==> src/rtl/lsu_pkg.sv <==
// Shared types and helpers for the load/store unit.
// Request sizes, FSM states and the accept-time error check live here.
package lsu_pkg;

    typedef enum logic [1:0] {
        SZ_BYTE = 2'b00,
        SZ_HALF = 2'b01,
        SZ_WORD = 2'b10,
        SZ_ILL  = 2'b11
    } lsu_size_t;

    typedef enum logic [2:0] {
        IDLE,
        LOAD,
        RMW_RD,
        WRITE,
        RESP,
        ERR
    } lsu_state_t;

    // Illegal size or an access that is not naturally aligned.
    function automatic logic req_error(input lsu_size_t size, input logic [1:0] lo);
        logic err;
        err = 1'b0;
        case (size)
            SZ_HALF: err = lo[0];
            SZ_WORD: err = (lo != 2'b00);
            SZ_ILL:  err = 1'b1;
            default: err = 1'b0;
        endcase
        return err;
    endfunction

endpackage

==> src/rtl/lsu_byte_lane.sv <==
// Little-endian lane steering: load extraction with sign/zero extension,
// and merging of sub-word store data into a full memory word.
module lsu_byte_lane
    import lsu_pkg::*;
(
    input  logic [31:0] word,
    input  logic [31:0] wdata,
    input  logic [1:0]  lane,
    input  lsu_size_t   size,
    input  logic        uns,
    output logic [31:0] load_data,
    output logic [31:0] store_data
);

    function automatic logic [31:0] extract(input logic [31:0] w, input logic [1:0] l,
                                            input lsu_size_t s, input logic u);
        logic [7:0]  b;
        logic [15:0] h;
        logic [31:0] r;
        b = w[{l, 3'b000} +: 8];
        h = l[1] ? w[31:16] : w[15:0];
        case (s)
            SZ_BYTE: r = {{24{b[7] & ~u}}, b};
            SZ_HALF: r = {{16{h[15] & ~u}}, h};
            default: r = w;
        endcase
        return r;
    endfunction

    function automatic logic [31:0] merge(input logic [31:0] w, input logic [31:0] wd,
                                          input logic [1:0] l, input lsu_size_t s);
        logic [31:0] m;
        m = w;
        case (s)
            SZ_BYTE: m[{l, 3'b000} +: 8] = wd[7:0];
            SZ_HALF: begin
                if (l[1]) m[31:16] = wd[15:0];
                else      m[15:0]  = wd[15:0];
            end
            default: m = wd;
        endcase
        return m;
    endfunction

    assign load_data  = extract(word, lane, size, uns);
    assign store_data = merge(word, wdata, lane, size);

endmodule

==> src/rtl/load_store_unit.sv <==
// Data-side load/store unit: one request at a time, sub-word stores done as
// read-modify-write because the memory port only writes whole words.
module load_store_unit
    import lsu_pkg::*;
#(
    parameter int          TIMEOUT_CYCLES = 16,
    parameter logic [31:0] DATA_BASE      = 32'h0
) (
    input  logic        clk_i,
    input  logic        rst_n_i,
    input  logic        req_valid_i,
    output logic        req_ready_o,
    input  logic        req_we_i,
    input  logic [1:0]  req_size_i,
    input  logic        req_unsigned_i,
    input  logic [31:0] req_addr_i,
    input  logic [31:0] req_wdata_i,
    output logic        resp_valid_o,
    output logic [31:0] resp_rdata_o,
    output logic        resp_err_o,
    output logic        mem_wen_o,
    output logic [31:0] mem_addr_o,
    output logic [31:0] mem_data_o,
    input  logic [31:0] mem_data_i,
    input  logic        mem_busy_i
);

    localparam int CNT_W = $clog2(TIMEOUT_CYCLES + 1);

    lsu_state_t        state_q, state_d;
    logic              we_q;
    lsu_size_t         size_q;
    logic              uns_q;
    logic [31:0]       addr_q;
    logic [31:0]       wdata_q;
    logic [31:0]       data_q, data_d;
    logic [CNT_W-1:0]  cnt_q, cnt_d;
    logic [31:0]       load_data;
    logic [31:0]       store_data;
    lsu_size_t         req_size;
    logic              accept;

    assign req_size = lsu_size_t'(req_size_i);
    assign accept   = (state_q == IDLE) && req_valid_i;

    lsu_byte_lane u_lane (
        .word       (mem_data_i),
        .wdata      (wdata_q),
        .lane       (addr_q[1:0]),
        .size       (size_q),
        .uns        (uns_q),
        .load_data  (load_data),
        .store_data (store_data)
    );

    always_ff @(posedge clk_i or negedge rst_n_i) begin
        if (!rst_n_i) begin
            state_q <= IDLE;
            we_q    <= 1'b0;
            size_q  <= SZ_BYTE;
            uns_q   <= 1'b0;
            addr_q  <= '0;
            wdata_q <= '0;
            data_q  <= '0;
            cnt_q   <= '0;
        end else begin
            state_q <= state_d;
            data_q  <= data_d;
            cnt_q   <= cnt_d;
            if (accept) begin
                we_q    <= req_we_i;
                size_q  <= req_size;
                uns_q   <= req_unsigned_i;
                addr_q  <= req_addr_i;
                wdata_q <= req_wdata_i;
            end
        end
    end

    // The counter defaults to zero, so it only survives while the state holds.
    always_comb begin
        state_d = state_q;
        data_d  = data_q;
        cnt_d   = '0;
        case (state_q)
            IDLE: begin
                if (req_valid_i) begin
                    data_d = '0;
                    if (req_error(req_size, req_addr_i[1:0])) begin
                        state_d = ERR;
                    end else if (!req_we_i) begin
                        state_d = LOAD;
                    end else if (req_size == SZ_WORD) begin
                        state_d = WRITE;
                        data_d  = req_wdata_i;
                    end else begin
                        state_d = RMW_RD;
                    end
                end
            end
            LOAD, RMW_RD, WRITE: begin
                if (mem_busy_i) begin
                    if (cnt_q == CNT_W'(TIMEOUT_CYCLES - 1)) begin
                        state_d = ERR;
                        data_d  = '0;
                    end else begin
                        cnt_d = cnt_q + 1'b1;
                    end
                end else if (state_q == LOAD) begin
                    state_d = RESP;
                    data_d  = load_data;
                end else if (state_q == RMW_RD) begin
                    state_d = WRITE;
                    data_d  = store_data;
                end else begin
                    state_d = RESP;
                end
            end
            RESP, ERR: state_d = IDLE;
            default:   state_d = IDLE;
        endcase
    end

    // Memory outputs come from registers only; busy never reaches wen.
    always_comb begin
        req_ready_o  = (state_q == IDLE);
        resp_valid_o = (state_q == RESP) || (state_q == ERR);
        resp_err_o   = (state_q == ERR);
        resp_rdata_o = ((state_q == RESP) && !we_q) ? data_q : 32'h0;
        mem_wen_o    = (state_q == WRITE);
        mem_data_o   = (state_q == WRITE) ? data_q : 32'h0;
        mem_addr_o   = 32'h0;
        if ((state_q == LOAD) || (state_q == RMW_RD) || (state_q == WRITE))
            mem_addr_o = (addr_q - DATA_BASE) & 32'hFFFF_FFFC;
    end

endmodule
==> config.mk <==
export PLATFORM = sky130hd
export DESIGN_NAME = load_store_unit
export DESIGN_NICKNAME = d
export VERILOG_FILES = /design/src/rtl/lsu_pkg.sv /design/src/rtl/lsu_byte_lane.sv /design/src/rtl/load_store_unit.sv
export SDC_FILE = /design/constraint.sdc
export NUM_CORES = 1
export LEC_CHECK = 0
export BUFFER_PORTS_ARGS = -buffer_cell sky130_fd_sc_hd__buf_4
export CAP_MARGIN = 20
export CORE_AREA = 3 3 117 119
export DETAILED_ROUTE_END_ITERATION = 10
export DIE_AREA = 0 0 120 122
export PLACE_DENSITY = 0.84
export SYNTH_ARGS = -nofsm -noshare
export SYNTH_HDL_FRONTEND = slang
export SYNTH_SLANG_ARGS = --single-unit
==> constraint.sdc <==
create_clock -name clk_i -period 4.21 [get_ports clk_i]
set_input_delay 0.421 -clock clk_i [delete_from_list [all_inputs] [get_ports clk_i]]
set_output_delay 0.421 -clock clk_i [all_outputs]
set_load 0.05 [all_outputs]
==> results.json <==
{
  "worstSetupEndpointType": "register",
  "timing.rr.end": "data_q[10]$_DFFE_PN0P_",
  "port-buffer-count": 201,
  "synthTopCellsByArea": "dfrtp_1 (38%), mux2_2 (9.9%), and2_1 (8.8%)",
  "dr.pass1.iters": 6,
  "arrival_ns": 3.08,
  "fp.dieH_um": 122,
  "root_buffer": "clkbuf_16",
  "io_pins": 204,
  "cts_setup_buffers": 0,
  "synth_edf_count": 0,
  "numCtsBuffers": 9,
  "yosysTopAreaCellShare_pct": 37.8,
  "critical_path_class": "register to register",
  "muxShareOfSynthArea_pct": 14.1,
  "power_frac_comb_pct": 55.0,
  "die_x_um": 120,
  "rrSetupSlack_ns": 1.38,
  "max_freq_mhz": 354,
  "p_leak_uw": 0.00397,
  "cp_common_cell": "a221oi_1",
  "p_sw_uw": 3120,
  "tightest_slew_ns": 1.06,
  "cts_tree": "done",
  "layout-drive-gt1-share_pct": 33.7,
  "synth-xor-area-share_pct": 0.367,
  "gp_congestion": 1.01,
  "finalCriticalPeriod_ns": 2.83,
  "final_hold_viol_count": 0,
  "grt_pass1_wl_um": 35000,
  "gr-usage-all-layers_pct": 29.9,
  "fin_skew_ns": 0.0124,
  "yosys.area_share.simple_pct": 20.2,
  "core_area_um2": 12700,
  "swShare_pct": 48.1,
  "drtIter0Drc": 676,
  "status": "complete, no violations",
  "max-clock-path-buffers": 2,
  "dr_total_vias": 6747,
  "slew_headroom_pct": 29.0,
  "antenna_found_initial": 0,
  "drt-vias-per-instance": 6.23,
  "syn_avg_cell_area_um2": 9.55,
  "drv_slew": 0,
  "reg2reg_depth": 7,
  "cap_viol_max_count": 0,
  "crit_required_ns": 4.46,
  "diodes": 0,
  "critPathMaxStageDelay_ns": 0.75,
  "clock-sinks": 108,
  "synth_fa_ha_area_share_pct": 1.05,
  "hold_buffers": 0,
  "register_area_um2": 2710,
  "rows": 41,
  "synth_ff_type": "dfrtp_1",
  "finalSetupTns_ns": 0,
  "multi_input_area_um2": 4010,
  "drtAntennaViolNets": 0,
  "insertion_delay_ns": 0.36,
  "synthesis.area_um2": 7150,
  "worstSetupStartpointType": "register",
  "syn_to_final_growth_pct": 24.9,
  "setup_viol": 0,
  "power.density_nw_per_um2": 726,
  "finalPower_uw": 6490,
  "rsz0062_at_grt": "false",
  "htreeDepth": 3,
  "grt_pass1_vias": 6619,
  "overflow": 0,
  "ys_async_sr_fraction_pct": 100,
  "critPathMaxFanout": 26,
  "ys_warn_count": 0,
  "drt_wl_total_um": 22000,
  "fin_util_pct": 70.5,
  "cp_slowest_cell": "dfrtp_2",
  "finalCritPeriodShare_pct": 67.2,
  "hpwl_um": 15700,
  "synth-seq-area-share_pct": 37.8,
  "wire_per_inst_um": 20.3,
  "initial_core_util_pct": 56.5,
  "clock_power_share_pct": 13.0,
  "synth-compound-area-share_pct": 20.1,
  "nFillCells": 1010,
  "intPower_uw": 3370,
  "synthCells": 749,
  "drcViolationCount": 0,
  "peakVddDrop_mv": 0.557,
  "synth_top_family_by_area": "simple AND/OR/NAND/NOR gates",
  "fin_nets": 1016,
  "cp_cell_sequence": "inv_2 -> ha_1 -> and4b_1 -> a221oi_1 -> a221oi_1 -> nor2_1 -> o311ai_1",
  "hold_class": "primary input to async pin",
  "seqPwrFrac_pct": 32.0,
  "synth_top_area_cell": "dfrtp_1",
  "clk_pin_slew_worst_paths_ns": 0.08,
  "r2r-start": "addr_q[1]$_DFFE_PN0P_",
  "die_area_um2": 14600,
  "ys_types": 63,
  "synth_seq_cells": 108,
  "cts.repair.resized": 0,
  "grt_start_max_net_pins": 77
}
[placed cells by master, fill, tap and decap left out, drive strengths merged, types with 9 or more instances in the layout]
| master | count |
|---|---|
| o22ai | 20 |
| nand3 | 12 |
| nand2b | 9 |
| a211oi | 15 |
| nor2 | 37 |
| mux2 | 63 |
| dfrtp | 108 |
| clkbuf | 9 |
| buf | 214 |
| inv | 26 |
| o221ai | 11 |
| a2111oi | 18 |
| and2 | 101 |
| o21ai | 26 |
| a221oi | 37 |
| nand2 | 37 |
| mux2i | 23 |
| a21oi | 23 |
| nor2b | 34 |
[registers in the layout (all words and copies together), names as in the netlist]
signal / cells
state_q: 3
wdata_q: 32
uns_q: 1
addr_q: 32
data_q: 32
cnt_q: 5
we_q: 1
size_q: 2
[Yosys cell counts, drive strengths merged, types with 2 or more instances]
library cell,number
a22oi,2
nand2b,9
dfrtp,108
nand3b,3
a2111oi,18
xor2,2
clkbuf,30
a31oi,5
o22ai,20
nor2,37
a211oi,15
nor3b,2
buf,39
and3,4
ha,6
o31a,4
nor4,2
and2,101
nand2,37
nor2b,34
o221ai,11
mux2i,23
o21ai,26
mux2,63
nand3,12
inv,23
o311ai,8
nor3,6
a221oi,37
or2,3
a22o,8
a32oi,5
nor4bb,2
a21oi,23
mux4,3
[power groups by stage]
stage,registers [uW],clock network (uW),logic [uW]
global route,2140,893,3840
finish,2070,845,3570
global placement,2040,0,3460
CTS,2050,854,3540
detailed placement,2070,0,3520
floorplan,1740,0,2890
[layout make-up]
class                      instances  area share (%)
multi-input combinational        549            44.8
sequential                       108            30.3
timing repair buffer             214            18.2
clock buffer                       9            2.52
tap                              172            2.41
inverter                          24            1.01
clock inverter                     7           0.770
[logic make-up (layout without fill, tap and decap cells)]
| kind of cell | after synthesis | count (layout) |
|---|---|---|
| AOI/OAI and AO/OA | 192 | 192 |
| xor gates and xnor gates | 3 | 3 |
| buffers and inverters | 93 | 254 |
| adders and majority gates | 6 | 6 |
| muxes | 89 | 89 |
| other | 1 | 2 |
| and+or+nand+nor | 257 | 257 |
| DFF | 108 | 108 |
[critical path: cells and delay by family, from the launching register on]
kind	cells	cell delay [ns]
AOI/OAI and AO/OA	3	0.71
adders and majority gates	1	0.47
buffers and inverters	1	0.25
DFF	1	0.75
and+or+nand+nor	2	0.53
[how the worst max path moves through the flow]
stage	depth (start not counted)	to	startpoint	slack, ns
final	7	data_q[10]$_DFFE_PN0P_	addr_q[1]$_DFFE_PN0P_	1.38
after global routing	8	data_q[19]$_DFFE_PN0P_	addr_q[1]$_DFFE_PN0P_	1.12
after CTS	3	mem_data_o[25]	state_q[0]$_DFFE_PN0P_	1.33
after detailed placement	7	data_q[0]$_DFFE_PN0P_	addr_q[1]$_DFFE_PN0P_	1.44
after global placement	5	resp_rdata_o[19]	state_q[2]$_DFFE_PN0P_	1.46
after floorplan	7	addr_q[11]$_DFFE_PN0P_	state_q[2]$_DFFE_PN0P_	1.45
[metrics by stage]
| stage | setup slack, ns | area (um2) | instances | hold WS [ns] |
|---|---|---|---|---|
| finish | 1.38 | 8940 | 1083 | 0.212 |
| global placement | 1.46 | 8620 | 1065 | 0.457 |
| detailed placement | 1.44 | 8630 | 1066 | 0.474 |
| floorplan | 1.45 | 7160 | 750 | 0.125 |
| global route | 1.12 | 8940 | 1083 | 0.277 |
| CTS | 1.33 | 8920 | 1082 | 0.255 |
[layer usage]
| layer | share of wire, % | vias to the layer above | GRT usage (%) |
|---|---|---|---|
| met2 | 46 | 417 | 48.7 |
| li1 | - | 3055 | - |
| met1 | 40 | 3203 | 38.0 |
| met5 | 0 | - | 0 |
| met3 | 11 | 72 | 10.0 |
| met4 | 3.3 | 0 | 9.02 |
(Power assumes the default switching activity.)
